===== config.mk =====
export PLATFORM = sky130hd
export DESIGN_NAME = fifo_access_arbiter_flat
export DESIGN_NICKNAME = d
export VERILOG_FILES = /design/src/rtl/fifo_access_arbiter_if.sv /design/src/rtl/fifo_access_arbiter.sv /design/src/flat_wrapper.sv
export SDC_FILE = /design/constraint.sdc
export NUM_CORES = 1
export LEC_CHECK = 0
export ABC_AREA = 1
export CORE_UTILIZATION = 35
export CTS_CLUSTER_DIAMETER = 60
export CTS_CLUSTER_SIZE = 12
export DETAILED_ROUTE_END_ITERATION = 10
export GPL_TIMING_DRIVEN = 0
export PLACE_DENSITY = 0.74
export SKIP_LAST_GASP = 1
export SLEW_MARGIN = 20
export SYNTH_ARGS = -nofsm -noshare
export SYNTH_HDL_FRONTEND = slang
export SYNTH_SLANG_ARGS = --single-unit

===== constraint.sdc =====
create_clock -name clk_i -period 2.8 [get_ports clk_i]
set_input_delay 0.84 -clock clk_i [delete_from_list [all_inputs] [get_ports clk_i]]
set_output_delay 0.84 -clock clk_i [all_outputs]
set_load 0.1 [all_outputs]

===== src/rtl/fifo_access_arbiter_if.sv =====
// Handshake bundle between two producers, one consumer and the FIFO access
// arbiter.
//   master : the requester side (producers/consumer). It drives the requests
//            and write data and observes the grants and storage strobes.
//   slave  : the arbiter. It samples the requests and drives the grants, the
//            storage strobes, the write data and the occupancy flags.
interface fifo_access_arbiter_if #(
  parameter int WIDTH = 32,
  parameter int DEPTH = 16
);
  localparam int OW = $clog2(DEPTH);

  logic             req0_i;
  logic [WIDTH-1:0] data0_i;
  logic             gnt0_o;
  logic             req1_i;
  logic [WIDTH-1:0] data1_i;
  logic             gnt1_o;
  logic             pop_req_i;
  logic             pop_ack_o;
  logic             push_o;
  logic             pop_o;
  logic [WIDTH-1:0] wdata_o;
  logic [OW-1:0]    occ_o;
  logic             full_o;
  logic             empty_o;

  modport master (
    output req0_i, data0_i, req1_i, data1_i, pop_req_i,
    input  gnt0_o, gnt1_o, pop_ack_o, push_o, pop_o, wdata_o, occ_o, full_o, empty_o
  );

  modport slave (
    input  req0_i, data0_i, req1_i, data1_i, pop_req_i,
    output gnt0_o, gnt1_o, pop_ack_o, push_o, pop_o, wdata_o, occ_o, full_o, empty_o
  );
endinterface


===== src/rtl/fifo_access_arbiter.sv =====
// Shares the single push/pop port pair of a FIFO storage controller between
// two producers and one consumer. At most one operation is issued per cycle
// (push and pop together would be a no-op in the storage controller).
// Producers are served round-robin; a push and a pop that are both eligible
// in the same cycle are served alternately. Occupancy is tracked locally so
// the arbiter never pushes past DEPTH-1 entries or pops an empty FIFO.
// Ports:
//   clk_i  : clock, rising edge
//   rst_i  : asynchronous reset, active low
//   bus    : slave side of fifo_access_arbiter_if (requests in; grants,
//            push/pop strobes, write data, occupancy, full/empty out)
// Every output is a flop or a decode of flops: the decision taken at edge N
// from inputs sampled at edge N is visible during cycle N..N+1.
module fifo_access_arbiter #(
  parameter int WIDTH = 32,
  parameter int DEPTH = 16
) (
  input logic                  clk_i,
  input logic                  rst_i,
  fifo_access_arbiter_if.slave bus
);
  localparam int            OW      = $clog2(DEPTH);
  localparam logic [OW-1:0] OCC_MAX = OW'(DEPTH - 1);

  // The state register holds the operation issued in the current cycle.
  typedef enum logic [1:0] {IDLE, PUSH, POP} state_t;

  state_t           state_q, state_d;
  logic             rr_q, rr_d;       // producer with priority on a tie
  logic             turn_q, turn_d;   // 0: push wins a contest, 1: pop wins
  logic             sel_q, sel_d;     // producer granted in this PUSH cycle
  logic [OW-1:0]    occ_q, occ_d;
  logic [WIDTH-1:0] wdata_q, wdata_d;
  logic             push_ok, pop_ok, pick;

  always_ff @(posedge clk_i or negedge rst_i) begin
    if (!rst_i) begin
      state_q <= IDLE;
      rr_q    <= 1'b0;
      turn_q  <= 1'b0;
      sel_q   <= 1'b0;
      occ_q   <= '0;
      wdata_q <= '0;
    end else begin
      state_q <= state_d;
      rr_q    <= rr_d;
      turn_q  <= turn_d;
      sel_q   <= sel_d;
      occ_q   <= occ_d;
      wdata_q <= wdata_d;
    end
  end

  always_comb begin
    state_d = IDLE;
    rr_d    = rr_q;
    turn_d  = turn_q;
    sel_d   = sel_q;
    occ_d   = occ_q;
    wdata_d = wdata_q;

    push_ok = (bus.req0_i | bus.req1_i) & (occ_q != OCC_MAX);
    pop_ok  = bus.pop_req_i & (occ_q != '0);
    // Tie goes to rr_q; otherwise whichever producer is asking.
    pick    = (bus.req0_i & bus.req1_i) ? rr_q : bus.req1_i;

    // turn only moves when push and pop actually contend, so a pop held
    // off by an empty FIFO does not burn the pop side's turn.
    if (push_ok && pop_ok) begin
      state_d = turn_q ? POP : PUSH;
      turn_d  = ~turn_q;
    end else if (push_ok) begin
      state_d = PUSH;
    end else if (pop_ok) begin
      state_d = POP;
    end

    case (state_d)
      PUSH: begin
        sel_d   = pick;
        rr_d    = ~pick;
        occ_d   = occ_q + OW'(1);
        wdata_d = pick ? bus.data1_i : bus.data0_i;
      end
      POP:     occ_d = occ_q - OW'(1);
      default: ;
    endcase
  end

  assign bus.push_o    = (state_q == PUSH);
  assign bus.gnt0_o    = (state_q == PUSH) & ~sel_q;
  assign bus.gnt1_o    = (state_q == PUSH) &  sel_q;
  assign bus.pop_o     = (state_q == POP);
  assign bus.pop_ack_o = (state_q == POP);
  assign bus.wdata_o   = wdata_q;
  assign bus.occ_o     = occ_q;
  assign bus.full_o    = (occ_q == OCC_MAX);
  assign bus.empty_o   = (occ_q == '0);
endmodule


===== src/flat_wrapper.sv =====
// flat-port wrapper written by rule: the top's interface ports become plain ports
module fifo_access_arbiter_flat 
#(
  parameter int WIDTH = 32,
  parameter int DEPTH = 16
)
  (clk_i, rst_i, bus_req0_i, bus_data0_i, bus_req1_i, bus_data1_i, bus_pop_req_i, bus_gnt0_o, bus_gnt1_o, bus_pop_ack_o, bus_push_o, bus_pop_o, bus_wdata_o, bus_occ_o, bus_full_o, bus_empty_o);
  fifo_access_arbiter_if #(.WIDTH(WIDTH), .DEPTH(DEPTH)) bus_i ();
  input logic clk_i;
  input logic rst_i;
  input wire logic [$bits(bus_i.req0_i)-1:0] bus_req0_i;
  input wire logic [$bits(bus_i.data0_i)-1:0] bus_data0_i;
  input wire logic [$bits(bus_i.req1_i)-1:0] bus_req1_i;
  input wire logic [$bits(bus_i.data1_i)-1:0] bus_data1_i;
  input wire logic [$bits(bus_i.pop_req_i)-1:0] bus_pop_req_i;
  output wire logic [$bits(bus_i.gnt0_o)-1:0] bus_gnt0_o;
  output wire logic [$bits(bus_i.gnt1_o)-1:0] bus_gnt1_o;
  output wire logic [$bits(bus_i.pop_ack_o)-1:0] bus_pop_ack_o;
  output wire logic [$bits(bus_i.push_o)-1:0] bus_push_o;
  output wire logic [$bits(bus_i.pop_o)-1:0] bus_pop_o;
  output wire logic [$bits(bus_i.wdata_o)-1:0] bus_wdata_o;
  output wire logic [$bits(bus_i.occ_o)-1:0] bus_occ_o;
  output wire logic [$bits(bus_i.full_o)-1:0] bus_full_o;
  output wire logic [$bits(bus_i.empty_o)-1:0] bus_empty_o;
  assign bus_i.req0_i = bus_req0_i;
  assign bus_i.data0_i = bus_data0_i;
  assign bus_i.req1_i = bus_req1_i;
  assign bus_i.data1_i = bus_data1_i;
  assign bus_i.pop_req_i = bus_pop_req_i;
  assign bus_gnt0_o = bus_i.gnt0_o;
  assign bus_gnt1_o = bus_i.gnt1_o;
  assign bus_pop_ack_o = bus_i.pop_ack_o;
  assign bus_push_o = bus_i.push_o;
  assign bus_pop_o = bus_i.pop_o;
  assign bus_wdata_o = bus_i.wdata_o;
  assign bus_occ_o = bus_i.occ_o;
  assign bus_full_o = bus_i.full_o;
  assign bus_empty_o = bus_i.empty_o;
  fifo_access_arbiter #(.WIDTH(WIDTH), .DEPTH(DEPTH)) u_core (.clk_i(clk_i), .rst_i(rst_i), .bus(bus_i));
endmodule

### Word level (Yosys, flattened, before mapping)

Cells that the tools add are included.

| cells by class | value |
|---|---|
| eq/ne operators | 6 |
| reduce and logical (&&, ||, !) cells | 4 |
| multiplexer cells | 7 |
| add/subtract/negate cells | 2 |
| bitwise gates (word level) | 9 |

Operators by type and width:

| operator | number |
|---|---|
| $mux W32 | 1 |
| $mux W2 | 4 |
| $pmux W4 S2 | 1 |
| $and A1 B1 Y1 | 5 |
| $add A4 B1 Y4 const B | 1 |
| $eq A2 B1 Y1 const B | 2 |
| $eq A2 B2 Y1 const B | 2 |
| $eq A4 B4 Y1 const B | 1 |
| $logic_not A4 Y1 | 1 |
| $ne A4 B4 Y1 const B | 1 |
| $reduce_bool A4 Y1 | 1 |
| $sub A4 B1 Y4 const B | 1 |
| $not A1 Y1 | 3 |
| $reduce_bool A2 Y1 | 1 |
| $logic_and A1 B1 Y1 | 1 |
| $mux W1 | 1 |
| $or A1 B1 Y1 | 1 |

| word-level totals | value |
|---|---|
| bits in registers | 41 |
| logic and storage cells | 34 |
| input bits | 69 |

### Logic depth before layout (Yosys ltp)

| logic depth | value |
|---|---|
| depth after elaboration | 7 |
| mapped depth | 12 |
| gate-level depth less buffers | 12 |

### Worst setup path before layout

No wires, ideal clock.

| timing path | value |
|---|---|
| path type | register -> register |
| start | reg u_core.occ_q[1], in the netlist u_core.bus.occ_o[1] |
| end | reg u_core.occ_q[3], in the netlist u_core.bus.occ_o[3] |
| clock period less this slack | 3.984 ns |
| path buffers | 0 |
| required time | 2.680 ns |
| stages on the path, launching flop included | 12 |
| library setup time | 0.120 ns |
| slack | -1.184 ns |
| arrival | 3.864 ns |
| cells stage by stage | dfrtp_1 nand2_1 nor2_1 nor2_1 a21boi_0 ha_1 ha_1 or2_2 nand2_1 nand2_1 nand3_1 nand2_1 |

| between the ends | value |
|---|---|
| longest elaborated chain between the ends | 7 |

RTL lines:

| item | line | text |
|---|---|---|
| from (decl) | fifo_access_arbiter.sv:32 | `logic [OW-1:0] occ_q, occ_d;` |
| from (signal assigned) | fifo_access_arbiter.sv:42 | `occ_q <= '0;` |
| from (signal assigned) | fifo_access_arbiter.sv:49 | `occ_q <= occ_d;` |
| $reduce_bool A4 Y1 | fifo_access_arbiter.sv:63 | `pop_ok = bus.pop_req_i & (occ_q != '0);` |
| $and A1 B1 Y1 | fifo_access_arbiter.sv:63 |  |
| $mux W2 | fifo_access_arbiter.sv:74 | `end else if (pop_ok) begin` |
| $mux W2 | fifo_access_arbiter.sv:72 | `end else if (push_ok) begin` |
| $mux W2 (*) | fifo_access_arbiter.sv:69 | `if (push_ok && pop_ok) begin` |
| net u_core.state_d[1] | fifo_access_arbiter.sv:28 | `state_t state_q, state_d;` |
| $eq A2 B2 Y1 / $eq A2 B1 Y1 (equally long branches) | fifo_access_arbiter.sv:78 | `case (state_d)` |
| $pmux W4 S2 / $reduce_bool A2 Y1 (equally long branches) | n/a |  |

The timed path passes the listed nets; every way through them passes the cells marked *.
A chain may end at the register's enable or synchronous reset.

### Worst setup path after layout

| timing path | value |
|---|---|
| start | reg u_core.occ_q[3], in the netlist u_core.bus.occ_o[3] |
| end | out bus_occ_o[3] |

RTL lines:

| item | line | text |
|---|---|---|
| to (decl) | flat_wrapper.sv:22 | `output wire logic [$bits(bus_i.occ_o)-1:0] bus_occ_o;` |

No word-level cell between the ends.

==> metrics.md <==
| Metric | Value |
|---|---|
| DP HPWL | 3980 um |
| CP endpoint kind | primary output |
| Hold Violations, Final | 0 |
| Crit share post-route | 96.7% |
| Row count | 27 |
| Most frequent cell after synthesis | nand2_1 |
| RSZ-0062 raised after global routing | false |
| Grt total ovfl | 0 |
| Post-synth top area share | 50.7% |
| Yosys warns | 0 |
| CTS Hold Buffers Added | 0 |
| Post-synth EDFFs | 0 |
| Share of flip-flops with an asynchronous set or reset | 100% |
| Synth top area cells | dfrtp_1, nand2_1, nand3_1 |
| # clock sinks | 41 |
| Most used DFF post-synth | dfrtp_1 |
| Placed Area | 0.00326 sq mm |
| Post-synth cell types | 26 |
| Die height | 78.0 um |
| Vias in the first global route | 1747 |
| Worst-Skew Late Latency | 0.29 ns |
| Hold Crit Endpoint | u_core.bus.wdata_o[31] |
| Final ANT Viol Nets | 0 |
| Syn Inst Count | 244 |
| Worst path buffer plus inverter count | 1 |
| Yosys top cell by area | dfrtp_1 |
| Status | finished, final reports clean |
| Initial antenna violation count | 0 |
| Slew @ Worst Pin | 0.985 ns |
| Deepest clock path buffer count | 2 |
| Via count | 1977 |
| Nets@finish | 437 |
| GRT Total Usage | 17.5% |
| CTS Buf Count | 5 |
| GP Congestion | 0.733 |
| Max stage delay cell, worst path | clkdlybuf4s50_1 |
| Startpoint types | register |
| Post-DR vias/cell | 4.53 |
| Synthesized net count | 318 |
| Post-Route Utilization | 60.8% |
| Worst slew margin | 34.1% |
| WL per Instance | 12.1 um |
| Largest net degree at the start of global routing | 23 |
| Core ar. | 0.00554 sq mm |
| Achievable frequency | 369 MHz |
| Max-Cap Viols | 0 |
| Crit-path max cell delay | 1.14 ns |
| Final WL | 5260 um |
| R2R Setup Slk | 0.66 ns |
| Worst reg2reg path startpoint | u_core.bus.occ_o[0] |
| Router iterations before antenna repair | 4 |
| Worst hold path class | reg -> reg |
| Antenna cell count | 0 |
| First-pass GRT wire length | 8340 um |
| Post-synthesis sequential area ratio | 50.7% |
| Cell family with most CP delay | buffers and inverters |
| CP Class | reg -> out |
| CTS tree | yes |
| Minimum clock period | 2.71 ns |
| Iter 0 DRT Violations | 77 |
| Residual DRC | 0 |
| Smallest hold slack | 0.497 ns |
| Crit Path Max Fanout | 6 |
| Synthesized area per cell | 8.29 sq um |
| Synth cell count leaders | nand2_1, dfrtp_1, nand3_1 |
| Final Skew | 0.00597 ns |
| Worst EP required | 1.96 ns |
| DIE AREA | 0.00609 sq mm |
| Netlist area before placement | 0.00202 sq mm |
| FF+latch count, synth | 41 |
| CTS HTree Levels | 2 |
| Reg2reg end | u_core.bus.occ_o[3] |
| Worst hold start | u_core.bus.wdata_o[31] |
| Cell Chain, Critical Path | clkdlybuf4s50_1 |
| I/O pin count | 112 |
| CTS root buffer | clkbuf_8 |
| Final Setup Violations | 0 |
| Critical Path AT | 1.87 ns |
| Register clock-pin slew on the reported worst setup and hold paths | 0.07 ns |
| I/O Buffers | 111 |
| Worst hold stages | 2 |
| Fin area | 0.00337 sq mm |
| Max Slew Vio Count | 0 |
| Share of cells above drive strength 1 | 12.1% |
| Die W | 78.0 um |
| Cells on worst reg2reg path | 10 |
| Syn-to-layout area delta | 66.6% |
| Initial Util | 36.5% |
timing repair:
| action | in CTS | in global routing |
|---|---|---|
| endpoints found under the setup margin | 7 | 3 |
| setup buffers | 0 | 0 |
| pin swaps | 0 | 0 |
| resized for setup | 7 | 4 |
worst max-delay path by stage:
stage	start	endpoint	slack [ns]	cells after the start
2_1_floorplan	u_core.state_q[1]	bus_gnt0_o	-0.51	1
3_3_place_gp	rst_i	u_core.bus.occ_o[3]	-0.52	1
3_5_place_dp	bus_req1_i	u_core.bus.occ_o[3]	-0.28	11
4_1_cts	u_core.bus.occ_o[3]	bus_empty_o	0.03	4
5_1_grt	bus_req1_i	u_core.bus.occ_o[3]	0.02	11
6_report	u_core.bus.occ_o[3]	bus_occ_o[3]	0.09	1
per-stage QoR:
stage | setup slack [ns] | instances | TNS, ns
after floorplan | -0.506 | 244 | -1.08
after global placement | -0.519 | 427 | -12.51
after detailed placement | -0.280 | 428 | -2.57
after CTS | 0.0252 | 436 | 0
after global routing | 0.0233 | 436 | 0
final | 0.0933 | 436 | 0
cell families after synthesis:
group / count (synthesis) / share of synthesized area (%)
buffers and inverters: 24 / 6.74
xor gates and xnor gates: 2 / 0.866
DFF: 41 / 50.7
AOI/OAI and AO/OA: 7 / 2.72
adders and majority gates: 5 / 3.46
and+or+nand+nor: 165 / 35.5
tightest hold or removal path, delay by kind of cell, from the launching register on:
family | cells | cell delay (ns)
flip-flops | 1 | 0.34
AND/OR/NAND/NOR | 2 | 0.13
routing by layer:
metal  part of all wire, %  wire (um)  vias up  GRT usage (%)
met3                   7.1        371        5           4.88
met4                  0.84         44        0           3.89
met1                    46       2440      903           22.9
met2                    46       2400       71           29.0
met5                     0          0        -              0
li1                      -          -      998              -
flip-flops by register name, indices dropped and copies added, names as in the netlist:
signal and count:
u_core.turn_q 1, u_core.bus.wdata_o 32, u_core.sel_q 1, u_core.state_q 2, u_core.rr_q 1, u_core.bus.occ_o 4
placed cells by master (no fill, tap or decap), types with 2 or more instances in the layout:
| master | synthesis | routed |
|---|---|---|
| nor3_1 | 2 | 2 |
| nand3_1 | 32 | 32 |
| nor2_1 | 8 | 5 |
| clkdlybuf4s50_1 | 0 | 103 |
| o21ai_0 | 2 | 2 |
| nor2_4 | 1 | 2 |
| nand2_2 | 11 | 11 |
| dlygate4sd2_1 | 0 | 6 |
| nand2_1 | 107 | 107 |
| inv_1 | 13 | 13 |
| dfrtp_2 | 0 | 3 |
| nand3_2 | 3 | 3 |
| ha_1 | 4 | 4 |
| clkbuf_1 | 2 | 3 |
| buf_6 | 2 | 2 |
| a21oi_1 | 2 | 2 |
| buf_4 | 2 | 2 |
| dfrtp_1 | 41 | 37 |
| clkbuf_8 | 1 | 7 |
| buf_2 | 2 | 3 |
| nor2_2 | 0 | 2 |
layout make-up:
type,instances,area (sq um)
multi-input cells,179,873
well taps,72,90.1
inverters,14,52.6
flip-flops and latches,41,1030
clock inverters,1,30.0
plain buffers,10,83.8
repair buffers,112,1120
fillers,491,2170
clock buffers,7,86.3
Power is left out: the tool's default activity adds up to more than one toggle a clock period on the data nets, which glitch-free logic cannot reach.
